<file path="config.mk">
export PLATFORM = sky130hd
export DESIGN_NAME = multicycle_ctrl
export DESIGN_NICKNAME = d
export VERILOG_FILES = /design/src/rtl/multicycle_ctrl.sv
export SDC_FILE = /design/constraint.sdc
export NUM_CORES = 1
export LEC_CHECK = 0
export CAP_MARGIN = 20
export CORE_UTILIZATION = 48
export DETAILED_ROUTE_END_ITERATION = 12
export GPL_TIMING_DRIVEN = 0
export PLACE_DENSITY = 0.79
export SYNTH_ARGS = -nofsm -noshare
export SYNTH_HDL_FRONTEND = slang
export SYNTH_SLANG_ARGS = --single-unit
</file>
<file path="constraint.sdc">
create_clock -name clk -period 2.2 [get_ports clk]
set_input_delay 0.33 -clock clk [delete_from_list [all_inputs] [get_ports clk]]
set_output_delay 0.33 -clock clk [all_outputs]
set_load 0.01 [all_outputs]
</file>
<file path="src/rtl/multicycle_ctrl.sv">
// multicycle_ctrl: FETCH/DECODE/EXEC/MEM/WB control FSM for an RV32I subset, with memory handshake, wait timeout and a retire counter
module multicycle_ctrl #(
  parameter int WAIT_LIMIT = 15,
  parameter int CNT_W = 16
) (
  input  logic             clk,
  input  logic             reset,
  input  logic [6:0]       Opcode,
  input  logic             Zero,
  input  logic             mem_ready,
  output logic             mem_req,
  output logic             IorD,
  output logic             MemRead,
  output logic             MemWrite,
  output logic             IRWrite,
  output logic             PCWrite,
  output logic             PCSource,
  output logic             ALUSrcA,
  output logic [1:0]       ALUSrcB,
  output logic [1:0]       ALUOp,
  output logic             RegWrite,
  output logic             MemtoReg,
  output logic [2:0]       state,
  output logic             instr_done,
  output logic             illegal_op,
  output logic             mem_error,
  output logic [CNT_W-1:0] retired
);
  typedef enum logic [2:0] {FETCH, DECODE, EXEC, MEM, WB} state_t;
  localparam logic [6:0] OP_R = 7'b0110011;
  localparam logic [6:0] OP_LD = 7'b0000011;
  localparam logic [6:0] OP_ST = 7'b0100011;
  localparam logic [6:0] OP_BR = 7'b1100011;
  state_t st, nxt;
  logic [6:0] op_q;
  logic [7:0] wait_cnt;
  logic r, ld, sw, br, legal, waiting, timeout;
  logic is_f, is_d, is_e, is_m, is_w;
  assign r = op_q == OP_R;
  assign ld = op_q == OP_LD;
  assign sw = op_q == OP_ST;
  assign br = op_q == OP_BR;
  assign legal = Opcode inside {OP_R, OP_LD, OP_ST, OP_BR};
  assign is_f = st == FETCH;
  assign is_d = st == DECODE;
  assign is_e = st == EXEC;
  assign is_m = st == MEM;
  assign is_w = st == WB;
  assign waiting = (is_f || is_m) && !mem_ready;
  assign timeout = waiting && wait_cnt == 8'(WAIT_LIMIT - 1);
  always_comb begin
    nxt = is_f ? (mem_ready ? DECODE : FETCH) :
          is_d ? (legal ? EXEC : FETCH) :
          is_e ? (r ? WB : (ld || sw) ? MEM : FETCH) :
          is_m ? (mem_ready ? (ld ? WB : FETCH) : timeout ? FETCH : MEM) :
          FETCH;
  end
  always_ff @(posedge clk) begin
    if (reset) begin
      st <= FETCH;
      op_q <= '0;
      wait_cnt <= '0;
      retired <= '0;
    end else begin
      st <= nxt;
      if (is_d) op_q <= Opcode;
      wait_cnt <= (waiting && !timeout) ? wait_cnt + 8'd1 : 8'd0;
      if (instr_done) retired <= retired + CNT_W'(1);
    end
  end
  assign state = st;
  assign mem_req = is_f || is_m;
  assign IorD = is_m;
  assign MemRead = is_f || (is_m && ld);
  assign MemWrite = is_m && sw;
  assign IRWrite = is_f && mem_ready;
  assign PCWrite = (is_f && mem_ready) || (is_e && br && Zero);
  assign PCSource = is_e && br;
  assign ALUSrcA = is_e;
  assign ALUSrcB = is_f ? 2'b01 : is_d ? 2'b11 : (is_e && (ld || sw)) ? 2'b10 : 2'b00;
  assign ALUOp = (is_e && r) ? 2'b10 : (is_e && br) ? 2'b01 : 2'b00;
  assign RegWrite = is_w;
  assign MemtoReg = is_w && ld;
  assign instr_done = (is_e && br) || (is_m && sw && mem_ready) || is_w;
  assign illegal_op = is_d && !legal;
  assign mem_error = timeout;
endmodule

</file>
==> summary.txt <==
Run status
  • Result of the run: completed

Clock tree
  • CTS tree: yes
  • Clock Sinks: 34
  • Root Driver: clkbuf_8
  • Clock H-tree levels: 2
  • Clock insertion delay at the later pin of the skew report: 0.29 ns
  • Number of buffers on the longest clock path: 2
  • CTS Buf Count: 5
  • Post-CTS clock slew at the launch and capture registers of the worst setup and hold paths: 0.07 ns
  • Hold buffer count at cts: 0

Critical path
  • Arrival time at the worst endpoint: 1.76 ns
  • R2R setup slack: 0.32 ns
  • CP Capture Type: output port
  • Timing endpoint of the critical path: PCWrite
  • Cell depth of the worst flop-to-flop path: 8
  • Crit Path Class: reg -> out
  • Reg-to-reg startpoint: op_q[2]
  • Launch point of the worst path: state[1]
  • Kind of start point of the critical path: flip-flop
  • Worst reg2reg path endpoint: retired[13]
  • Crit path max fanout: 10
  • Required arrival time at the worst endpoint: 1.87 ns

Synthesis
  • Syn_area_per_cell: 8.667 um^2
  • Number of synthesized register bits: 34
  • Async S/R FF share, synth: 0%
  • Count of warnings emitted by yosys: 0
  • Leading post-synthesis cells by cell area: dfxtp_1, xnor2_1, nand2_1, nor2_1, a211oi_2
  • Post-Synthesis Net Count: 220
  • Register area share after synthesis: 38.12%
  • Post-Synthesis Cell Area: 1785 um^2
  • Area leader, netlist: dfxtp_1
  • Area share of the leading cell type in the synthesized netlist: 38.12%
  • Number of unique standard cell types used by synthesis: 44
  • Number of instances in the synthesized netlist: 206
  • Most frequent cells after synthesis: dfxtp_1, nand2_1, nor2_1
  • Most instantiated flip-flop cell in the synthesis netlist: dfxtp_1
  • Most instantiated library cell after synthesis: dfxtp_1
  • Number of enable-type register cells in the synthesized netlist: 0

Pwr
  • Leakage: 0.8823 nW
  • Worst vdd rail ir drop: 0.4246 mV
  • Power density normalized to cell area: 533.5 nW/um^2

Global routing
  • Vias in the first global route: 1541
  • Tot GR Track Use: 22.02%
  • Initial antenna violation count: 0
  • Pin count of the biggest net entering global routing: 12
  • First-pass GRT wire length: 6927 um
  • Final global-route overflow total: 0

STA
  • Layout Skew: 0.007524 ns
  • Highest Clock Rate: 477.4 MHz
  • Period Utilization, post-route: 95.21%
  • Slew at the pin closest to its max-slew limit: 0.4444 ns
  • Sum of negative setup slack: 0 ns
  • Fin. max-slew vios: 0
  • Hold Violations, Final: 0
  • Fin worst setup slack: 0.1053 ns
  • Slew HR: 70.37%
  • Unrepaired setup endpoints after global routing: no
  • Number of endpoints failing setup at the final stage: 0
  • Period minus WS final: 2.095 ns
  • Hold WS: 0.4289 ns

Placement
  • HPWL after detailed placement: 2745 um
  • Worst setup slack before clock tree synthesis: -0.1145 ns
  • Port Buf Inserts: 45
  • Inst Count DP: 297
  • Global placer's final weighted congestion: 0.7998

Die
  • Std cell rows: 21
  • Starting density of the core: 51.87%
  • Core Footprint: 3442 um^2
  • Die outline height: 62.99 um
  • Floorplan die width: 62.99 um
  • Overall die area: 3968 um^2
  • Num ports: 47

Layout
  • Fin nets: 279
  • Growth of design area from synthesis to finish: 39.03%
  • Non-Filler Instances: 312
  • Final design utilization: 72.12%
  • Area of combinational cells with multiple inputs: 1059 um^2
  • Sequential standard cell area: 683.2 um^2
  • Number of inserted diodes: 0
  • Share of final-layout standard cells stronger than drive strength 1: 16.92%
  • Fill cell total of the finished layout: 272

Route
  • Remaining antenna violation count: 0
  • Vias per std cell: 5.250
  • Vias: 1638
  • Final routed wirelength across all metal layers: 4059 um
  • DR iter-0 viols: 79
  • Post-detailed-route DRC marker count: 0
  • Final routed wire length divided by cell count: 13.01 um
  • Pre-Repair DR Iteration Count: 4

Min path
  • Path class of the lowest-slack min-delay path: in -> reg

Job
  • Maxcap violations: 0
through the flow:
| step | cell area, um^2 | power [W] |
|---|---|---|
| global route | 2482 | 0.001378 |
| CTS | 2452 | 0.001334 |
| global placement | 2293 | 0.0007631 |
| detailed placement | 2293 | 0.0007642 |
| finish | 2482 | 0.001324 |
| floorplan | 1785 | 0.0007072 |
layer usage:
metal | share of wire, % | vias up | track usage, %
met3 | 6.2 | 4 | 6.387
met4 | 1.1 | 0 | 6.686
li1 | - | 828 | -
met1 | 46 | 761 | 27.08
met2 | 46 | 45 | 36.69
met5 | 0 | - | 0
critical path, cell delays in order, from the launching register on:
cell           delay [ns]
dfxtp_2              0.34
buf_6                0.14
and4bb_2             0.25
nand2_1              0.11
nor3b_2              0.23
nand2_1              0.08
nand2_1              0.06
dlygate4sd2_1        0.26
state kept, by name, indices dropped and copies added (netlist names):
register and cells:
op_q 7, retired 16, state 3, wait_cnt 8
placed cells by master, fill, tap and decap left out, drive strengths merged, types with 6 or more instances in the layout:
master | Yosys | final
buf | 5 | 12
a211oi | 8 | 8
clkdlybuf4s50 | 0 | 35
dfxtp | 34 | 34
clkbuf | 4 | 9
inv | 6 | 6
dlygate4sd2 | 0 | 9
nand3 | 9 | 9
nor2 | 29 | 29
nand2 | 30 | 30
a21oi | 15 | 15
xnor2 | 16 | 16
logic make-up after synthesis:
group / after synthesis / synth area share (%)
adders and majority gates: 4 / 2.663
xor gates and xnor gates: 20 / 9.810
DFF: 34 / 38.12
and+or+nand+nor: 102 / 29.99
AOI/OAI and AO/OA: 31 / 15.14
buffers and inverters: 15 / 4.274
area by class of cell:
type	instances	area share, %
Clock inverter	3	1.613
Inverter	6	0.9073
Buffer	9	2.319
Timing Repair Buffer	52	19.91
Sequential cell	34	27.52
Tap cell	46	2.319
Multi-Input combinational cell	157	42.64
Clock buffer	5	2.772
how the worst min path moves through the flow:
stage               startpoint       end  cells after the start
detailed placement     op_q[0]   op_q[0]                      2
global placement       op_q[2]   op_q[2]                      2
finish                   reset  state[0]                      2
floorplan              op_q[3]   op_q[3]                      2
global route             reset  state[0]                      2
CTS                      reset  state[0]                      2
repair_timing:
action | CTS | global route
resized for setup | 19 | 3
setup buffers | 4 | 3
pin swaps | 4 | 1
endpoints found under the setup margin | 9 | 3
power breakdown:
| group | switching [W] | internal, W |
|---|---|---|
| Sequential | 0.0000107 | 0.000626 |
| Combinational | 0.0000594 | 0.0000575 |
| Clock | 0.000238 | 0.000333 |
Note: power is estimated with default switching activity, not from simulation.
